`src/rtl/led_pattern_counter.sv`:
```
// Prescaled LED pattern generator: binary/Gray up-down count, bouncing scanner, LFSR.
// Define LED_PATTERN_LFSR_EN to build the LFSR for mode 11; otherwise mode 11 behaves as binary.
module led_pattern_counter #(
  parameter int EXT_CLOCK_FREQ = 50_000_000,
  parameter int TICK_HZ        = 5,
  parameter int LEDG_SIZE      = 8
) (
  input  logic                 EXTCLK,
  input  logic                 RST,
  input  logic                 EN,
  input  logic [1:0]           MODE,
  input  logic                 DIR,
  input  logic                 STEP,
  output logic [LEDG_SIZE-1:0] LEDG,
  output logic                 TICK
);

  localparam int DIV = EXT_CLOCK_FREQ / TICK_HZ;
  localparam int PW  = (DIV > 1) ? $clog2(DIV) : 1;
  localparam int W   = LEDG_SIZE - 1;
  localparam int SW  = $clog2(LEDG_SIZE);
  localparam logic [PW-1:0] PMAX = PW'(DIV - 1);

  localparam logic [1:0] MODE_BIN  = 2'b00;
  localparam logic [1:0] MODE_GRAY = 2'b01;
  localparam logic [1:0] MODE_SCAN = 2'b10;
  localparam logic [1:0] MODE_LFSR = 2'b11;

  generate
    if (DIV < 2) begin : g_bad_div
      $error("led_pattern_counter: EXT_CLOCK_FREQ / TICK_HZ must be at least 2");
    end
    if (LEDG_SIZE != 4 && LEDG_SIZE != 8 && LEDG_SIZE != 16) begin : g_bad_size
      $error("led_pattern_counter: LEDG_SIZE must be 4, 8 or 16");
    end
  endgenerate

`ifdef LED_PATTERN_LFSR_EN
  // Tap masks for x^4+x^3+1, x^8+x^6+x^5+x^4+1 and x^16+x^15+x^13+x^4+1.
  localparam logic [LEDG_SIZE-1:0] TAPS = LEDG_SIZE'((LEDG_SIZE == 4) ? 16'h000C :
                                                     (LEDG_SIZE == 8) ? 16'h00B8 : 16'hD008);
`endif

  function automatic logic [1:0] eff_mode(input logic [1:0] m);
`ifdef LED_PATTERN_LFSR_EN
    return m;
`else
    return (m == MODE_LFSR) ? MODE_BIN : m;
`endif
  endfunction

  function automatic logic [LEDG_SIZE-1:0] init_led(input logic [1:0] m);
    logic [1:0] e;
    e = eff_mode(m);
    return (e == MODE_SCAN || e == MODE_LFSR) ? LEDG_SIZE'(1) : '0;
  endfunction

  logic [1:0]           mode_q, mode_n;
  logic [PW-1:0]        pcnt, pcnt_n;
  logic [W-1:0]         cnt, cnt_n;
  logic                 ovf, ovf_n;
  logic [SW-1:0]        pos, pos_n;
  logic                 sdir, sdir_n;
  logic                 tmr, tick_n;
  logic [LEDG_SIZE-1:0] led_n;
`ifdef LED_PATTERN_LFSR_EN
  logic [LEDG_SIZE-1:0] lfsr, lfsr_n;
`endif

  always_comb begin
    mode_n = mode_q;
    pcnt_n = pcnt;
    cnt_n  = cnt;
    ovf_n  = ovf;
    pos_n  = pos;
    sdir_n = sdir;
`ifdef LED_PATTERN_LFSR_EN
    lfsr_n = lfsr;
`endif
    tick_n = 1'b0;
    led_n  = '0;
    tmr    = EN && (pcnt == PMAX);

    if (MODE != mode_q) begin
      // A mode switch swallows any advance in the same cycle and restarts the period.
      mode_n = MODE;
      pcnt_n = '0;
      cnt_n  = '0;
      ovf_n  = 1'b0;
      pos_n  = '0;
      sdir_n = 1'b0;
`ifdef LED_PATTERN_LFSR_EN
      lfsr_n = LEDG_SIZE'(1);
`endif
    end else begin
      if (EN) pcnt_n = tmr ? '0 : pcnt + PW'(1);
      if (tmr || STEP) begin
        tick_n = 1'b1;
        case (eff_mode(mode_q))
          MODE_SCAN: begin
            if (!sdir) begin
              if (pos == SW'(LEDG_SIZE - 1)) begin
                sdir_n = 1'b1;
                pos_n  = pos - SW'(1);
              end else begin
                pos_n  = pos + SW'(1);
              end
            end else begin
              if (pos == '0) begin
                sdir_n = 1'b0;
                pos_n  = SW'(1);
              end else begin
                pos_n  = pos - SW'(1);
              end
            end
          end
`ifdef LED_PATTERN_LFSR_EN
          MODE_LFSR: lfsr_n = {lfsr[LEDG_SIZE-2:0], ^(lfsr & TAPS)};
`endif
          default: begin
            if (DIR) begin
              ovf_n = ovf | (cnt == '0);
              cnt_n = cnt - W'(1);
            end else begin
              ovf_n = ovf | (&cnt);
              cnt_n = cnt + W'(1);
            end
          end
        endcase
      end
    end

    case (eff_mode(mode_n))
      MODE_GRAY: led_n = {ovf_n, cnt_n ^ (cnt_n >> 1)};
      MODE_SCAN: led_n = LEDG_SIZE'(1) << pos_n;
`ifdef LED_PATTERN_LFSR_EN
      MODE_LFSR: led_n = lfsr_n;
`endif
      default:   led_n = {ovf_n, cnt_n};
    endcase
  end

  always_ff @(posedge EXTCLK) begin
    if (RST) begin
      mode_q <= MODE;
      pcnt   <= '0;
      cnt    <= '0;
      ovf    <= 1'b0;
      pos    <= '0;
      sdir   <= 1'b0;
`ifdef LED_PATTERN_LFSR_EN
      lfsr   <= LEDG_SIZE'(1);
`endif
      LEDG   <= init_led(MODE);
      TICK   <= 1'b0;
    end else begin
      mode_q <= mode_n;
      pcnt   <= pcnt_n;
      cnt    <= cnt_n;
      ovf    <= ovf_n;
      pos    <= pos_n;
      sdir   <= sdir_n;
`ifdef LED_PATTERN_LFSR_EN
      lfsr   <= lfsr_n;
`endif
      LEDG   <= led_n;
      TICK   <= tick_n;
    end
  end

endmodule

```
`config.mk`:
```
export PLATFORM = sky130hd
export DESIGN_NAME = led_pattern_counter
export DESIGN_NICKNAME = d
export VERILOG_FILES = /design/src/rtl/led_pattern_counter.sv
export SDC_FILE = /design/constraint.sdc
export NUM_CORES = 1
export LEC_CHECK = 0
export CAP_MARGIN = 20
export CORE_MARGIN = 1.5
export CORE_UTILIZATION = 40
export DETAILED_ROUTE_END_ITERATION = 6
export GPL_TIMING_DRIVEN = 0
export PLACE_DENSITY = 0.59
export RECOVER_POWER = 25
export SYNTH_ARGS = -nofsm -noshare
export SYNTH_HDL_FRONTEND = slang
export SYNTH_SLANG_ARGS = --single-unit
export TNS_END_PERCENT = 5
```
`constraint.sdc`:
```
create_clock -name EXTCLK -period 2.6 [get_ports EXTCLK]
set_input_delay 0.65 -clock EXTCLK [delete_from_list [all_inputs] [get_ports EXTCLK]]
set_output_delay 0.65 -clock EXTCLK [all_outputs]
set_load 0.02 [all_outputs]
```
==> reports/results.ini, run 1 <==
[run_status]
status=completed

[worst_hold_path]
hold_end=ovf$_SDFF_PP0_
min_path_type=register to register
hold_depth=2
hp-start=ovf$_SDFF_PP0_

[timing]
skew_ns=0.0156
maxSlewHeadroom=0.609
final-hold-violation-count=0
rsz0062_at_grt=yes
drv_slew=0
period_needed_ns=2.55
timing.hold.ws_ns=0.474
setup_viol=0
fmaxAchievable_ghz=0.393
tightest_slew_ns=0.585
worst_slack_ns=0.0537
fin_crit_sh=0.979

[power]
total_power_mw=1.56
power_frac_comb=0.215
pwr-share-clk=0.297
switching_share=0.293
p_int_mw=1.11
share_seq_of_total_power=0.487
leakage_nw=1.20
power_switching_uw=458
ir_worst_vdd_mv=0.220
p_per_area_nw_per_um2=464

[critical_path]
r2r_cells=6
r2r-end=LEDG[3]$_SDFF_PP0_
worstSetupStartpointType=primary input
critPathKind=primary input to register
cp-end-kind=register
reg2reg_slack_ns=0.07
rr_startpoint=pcnt[17]$_SDFFE_PP0P_
critPathLaunch=MODE[1]
cp.arrival_ns=2.76
crit_required_ns=2.81
cp_max_fo=10

[logic_synthesis]
ys_ff_latch=47
synth_common_cells=45 x dfxtp_1, 42 x nor2_1, 26 x nand2_1, 17 x xor2_1
synthArstFlopShare=0
netlist_area_um2=2870
ys_seq_area_frac=0.334
synth.most_common_cell=dfxtp_1
syn_inst=332
synth_fa_ha_area_frac=0.0592
synth_mux_area_frac=0.0623
yosys.area_share.simple=0.284
synth_xor_area_frac=0.0976
synth_compound_area_frac=0.123
synth_edf_count=2
synth.distinct_cells=61
syn-num-nets=352
ys_top_cells_by_area=dfxtp_1 31%, nor2_1 5.5%, ha_1 5.2%, xor2_1 5.2%, xnor2_1 4.6%
synth_top_area_share=0.314
synth_top_family_by_area=simple AND/OR/NAND/NOR gates
synth.avg_cell_area_um2=8.65
yosysTopAreaCell=dfxtp_1
synthFlopType=dfxtp_1
yosysWarnings=0

[detailed_routing]
wirelength_mm=6.09
vias_per_cell=5.29
drc=0
dr_total_vias=2402
drt_iter0_markers=99
first_pass_iters=4
antenna_left=0
avgRoutedWirePerCell_um=13.4

[grt]
grt_pass1_wl_mm=10.3
grt_max_degree=15
gr-total-overflow=0
grt_pass1_vias=2220
antenna_found_initial=0
grtUsageTotal=0.168

[place]
hpwl_mm=4.58
dpl.cell_count=443
routabilityCongestion=0.845
portBuffers=15
postPlaceCellArea_um2=3160
dpl_worst_slack_ns=-1.05

[floorplan]
row_count=30
fp.dieW_um=87.7
core_um2=6870
die-area_um2=7700
die_h_um=87.7
ios=16
start_util=0.418

[clocking]
clock-sinks=47
numCtsBuffers=5
insertion_delay_ns=0.30
clockRootBuffer=clkbuf_8
ctsHtreeMaxLevel=2
tritoncts=built
cts.path.max_buffers=2
clk_pin_slew_ns=0.09

[final_layout]
drive_gt1_frac=0.128
design_area_um2=3370
stdcell_count=454
nets=377
syn2layout_area_growth_pct=17.5
seq_area_um2=962
fillers=677
multiInputGateArea_um2=1900
n_antenna_cell=0

[run]
max-cap-violations=0

## per-stage QoR
stage,utilization,TNS (ns)
floorplan,-,0
global placement,0.459,-14.59
detailed placement,0.459,-14.89
CTS,0.484,0
global route,0.491,-0.146
finish,0.491,0
## metal layers
metal	vias to the layer above	routed length [um]	track usage
li1	1233	-	-
met1	1129	3020	0.228
met2	35	2830	0.274
met3	5	197	0.0292
met4	0	48	0.0447
met5	-	0	0
## timing repair
action                     in CTS  in global routing
hold buffers                    0                  0
setup buffers                   1                  3
pin swaps                       4                  4
setup endpoints to repair      17                  8
gates resized for setup        19                  9
## layout make-up
| class | instances | area share |
|---|---|---|
| Multi-Input combinational cell | 258 | 0.564 |
| Sequential cell | 47 | 0.285 |
| Timing Repair Buffer | 19 | 0.0541 |
| Tap cell | 96 | 0.0356 |
| Clock buffer | 7 | 0.0256 |
| Inverter | 15 | 0.0167 |
| Buffer | 11 | 0.0163 |
| Clock inverter | 1 | 0.00260 |
## state kept, by name, indices dropped and copies added, names as in the netlist, named ones only
signal,count
pcnt,24
LEDG,8
cnt,7
pos,3
TICK,1
ovf,1
sdir,1
## cell usage in the layout, fill, tap and decap left out, types with 7 or more instances in the layout
master	Yosys	layout
dfxtp_1	45	44
nor2b_1	8	8
nand2_1	26	26
mux2i_1	12	10
nor2_1	42	40
dlygate4sd3_1	0	9
nand4_1	7	7
xor2_1	17	17
nand3_1	11	11
ha_1	12	9
clkbuf_1	9	8
nand2b_1	7	7
xnor2_1	15	15
inv_1	15	15
a21oi_1	11	11
## worst max path at each step
stage	slack, ns	depth (start not counted)	to
after floorplan	0.008	8	LEDG[5]$_SDFF_PP0_
after global placement	-1.05	9	LEDG[5]$_SDFF_PP0_
after detailed placement	-1.05	9	LEDG[5]$_SDFF_PP0_
after CTS	0.005	9	LEDG[5]$_SDFF_PP0_
after global routing	-0.06	8	LEDG[5]$_SDFF_PP0_
final	0.05	8	LEDG[5]$_SDFF_PP0_
## critical path, cell delays in order
cell and delay [ns]:
clkdlybuf4s50_1 0.48, xor2_1 0.20, nor2_2 0.28, buf_2 0.29, nand3_1 0.12, mux2i_2 0.26, a311oi_1 0.16, a221oi_2 0.31
## cell families after synthesis
| kind of cell | after synthesis |
|---|---|
| and+or+nand+nor | 147 |
| AOI/OAI and AO/OA | 50 |
| DFF | 47 |
| xor gates and xnor gates | 32 |
| buffers and inverters | 27 |
| muxes | 16 |
| adders and majority gates | 13 |
## power by group through the flow
| stage | Sequential [mW] | Combinational, mW | Clock, mW |
|---|---|---|---|
| floorplan | 0.786 | 0.219 | 0 |
| global placement | 0.778 | 0.312 | 0 |
| detailed placement | 0.778 | 0.315 | 0 |
| CTS | 0.762 | 0.331 | 0.474 |
| global route | 0.765 | 0.371 | 0.508 |
| finish | 0.762 | 0.337 | 0.465 |
Note: power is estimated with default switching activity, not from simulation.
==> run 2, diff against run 1 <==
--- a/config.mk
+++ b/config.mk
@@ -6,11 +6,11 @@
 export NUM_CORES = 1
 export LEC_CHECK = 0
 export CAP_MARGIN = 20
-export CORE_MARGIN = 1.5
-export CORE_UTILIZATION = 40
+export CORE_UTILIZATION = 35
+export CTS_CLUSTER_SIZE = 20
 export DETAILED_ROUTE_END_ITERATION = 6
 export GPL_TIMING_DRIVEN = 0
-export PLACE_DENSITY = 0.59
+export PLACE_DENSITY = 0.53
 export RECOVER_POWER = 25
 export SYNTH_ARGS = -nofsm -noshare
 export SYNTH_HDL_FRONTEND = slang
==> run 2 against run 1 <==
Effect of this change:
- cell area shrank 0.11%
- register-to-register slack gained 0.02 ns
- clock skew shrank 0.0072 ns
- power is essentially flat
- fmax shrank 1.8%
- setup slack lost 0.046 ns
- highest routed layer unchanged
==> reports/results.ini, run 2 (synthesized netlist as in run 1, its figures left out) <==
[run_status]
status=completed

[clocking]
numCtsBuffers=5
ctsHtreeMaxLevel=2
clk_pin_slew_ns=0.10
clockRootBuffer=clkbuf_8
tritoncts=built
cts.path.max_buffers=2
ctsHoldBuffers=0
clock-sinks=47
insertion_delay_ns=0.31

[detailed_routing]
avgRoutedWirePerCell_um=14.3
wirelength_mm=6.54
vias_per_cell=5.16
drt-met1-wl_mm=3.20
antenna_left=0
drc=0
first_pass_iters=4
route.met2.wl_mm=3.15
dr_total_vias=2363
met3_length_um=142
drt_iter0_markers=45
highest_layer=met4

[critical_path]
cp-end-kind=register
reg2reg_slack_ns=0.09
cp_max_fo=11
crit_chain=buf_4 > fa_2 > a211oi_2 > nor2_2 > o311ai_2 > xor2_1 > xnor2_1 > or3_1 > a221oi_2
crit_required_ns=2.81
cp.arrival_ns=2.80
rr_startpoint=cnt[1]$_SDFF_PP0_
max_stage_delay_ns=0.43
critPathLaunch=DIR
worstSetupStartpointType=primary input
cp_slowest_cell=fa_2
critPathKind=primary input to register

[power]
leakage_nw=1.20
power_switching_uw=487
ir_worst_vdd_mv=0.187
switching_share=0.311
p_per_area_nw_per_um2=464
share_seq_of_total_power=0.487
power_frac_comb=0.220
p_int_mw=1.08
pwr-share-clk=0.293

[grt]
grt_pass1_vias=2288
gr-total-overflow=0
grtUsageTotal=0.157
antenna_found_initial=0
grt_max_degree=16
grt_pass1_wl_mm=10.9

[timing]
drv_slew=0
final-hold-violation-count=0
fmaxAchievable_ghz=0.386
maxSlewHeadroom=0.589
worst_slack_ns=0.00758
tightest_slew_ns=0.611
timing.hold.ws_ns=0.477
rsz0062_at_grt=yes
skew_ns=0.00841
setup_viol=0
period_needed_ns=2.59
fin_crit_sh=0.997

[floorplan]
start_util=0.366
die-area_um2=8570
fp.dieW_um=92.6
die_h_um=92.6
core_um2=7850
ios=16
row_count=32

[run]
max-cap-violations=0

[final_layout]
reg_top3=pcnt x24, LEDG x8, cnt x7
n_antenna_cell=0
syn2layout_area_growth_pct=17.3
largest_reg_flops=24
nets=375
final_common_cell=dfxtp_1
drive_gt1_frac=0.146
largest-register=pcnt
fillers=811
final_cell_mix=42 x dfxtp_1, 40 x nor2_1, 26 x nand2_1, 17 x xor2_1
stdcell_count=458

[worst_hold_path]
hp-start=ovf$_SDFF_PP0_
min_path_type=register to register

[place]
dpl.cell_count=449
portBuffers=15
routabilityCongestion=0.763
hpwl_mm=4.76
dpl_worst_slack_ns=-1.12

==> run 2: cell types whose count changed in the layout (fill, tap and decap cells not counted), sizes merged <==
cell / previous run / this run
inv: 15 / 16
clkinvlp: 0 / 1
buf: 9 / 5
==> run 2: power by group through the flow <==
stage	clock network (mW)	logic, mW	registers [mW]
after global placement	0	0.319	0.778
after floorplan	0	0.219	0.786
after global routing	0.501	0.377	0.765
after detailed placement	0	0.321	0.778
after CTS	0.473	0.338	0.763
final	0.458	0.344	0.762
==> run 2: timing repair <==
item,CTS,global route
pin swaps,4,3
buffers inserted,1,0
setup endpoints to repair,12,9
resized for setup,19,18
==> run 2: layer usage <==
layer,track usage,up-vias
met5,0,-
met1,0.202,1107
met2,0.274,28
met3,0.0271,5
met4,0.0313,0
li1,-,1223
==> run 2: through the flow <==
stage | instance area [um^2] | power [mW] | TNS (ns) | util
final | 3370 | 1.56 | 0 | 0.430
after global routing | 3370 | 1.64 | -0.114 | 0.430
after CTS | 3320 | 1.57 | -0.0248 | 0.423
after detailed placement | 3160 | 1.10 | -16.19 | 0.403
after global placement | 3160 | 1.10 | -14.60 | 0.403
after floorplan | 2890 | 1.00 | 0 | -
==> run 2: path summary, 6_finish.rpt <==
check,to,cells after the start
max,LEDG[5]$_SDFF_PP0_,9
min,ovf$_SDFF_PP0_,2
max reg2reg,LEDG[5]$_SDFF_PP0_,8
min reg2reg,ovf$_SDFF_PP0_,2
==> run 2: final cells by class <==
| cell class | count | area (um^2) | share of cell area |
|---|---|---|---|
| multi-input combinational | 258 | 1910 | 0.567 |
| buffer | 12 | 66.3 | 0.0197 |
| clock buffer | 5 | 68.8 | 0.0204 |
| clock inverter | 3 | 18.8 | 0.00557 |
| timing repair buffer | 16 | 156 | 0.0464 |
| inverter | 15 | 56.3 | 0.0167 |
| sequential | 47 | 965 | 0.286 |
| tap | 102 | 128 | 0.0379 |
==> run 2: worst max-delay path: cells and delay by family <==
family	cells	cell delay (ns)
AO/OA/AOI/OAI	3	0.84
XOR/XNOR	2	0.28
adder cells (fa/ha/maj)	1	0.43
buffers and inverters	1	0.18
AND/OR/NAND/NOR	2	0.42
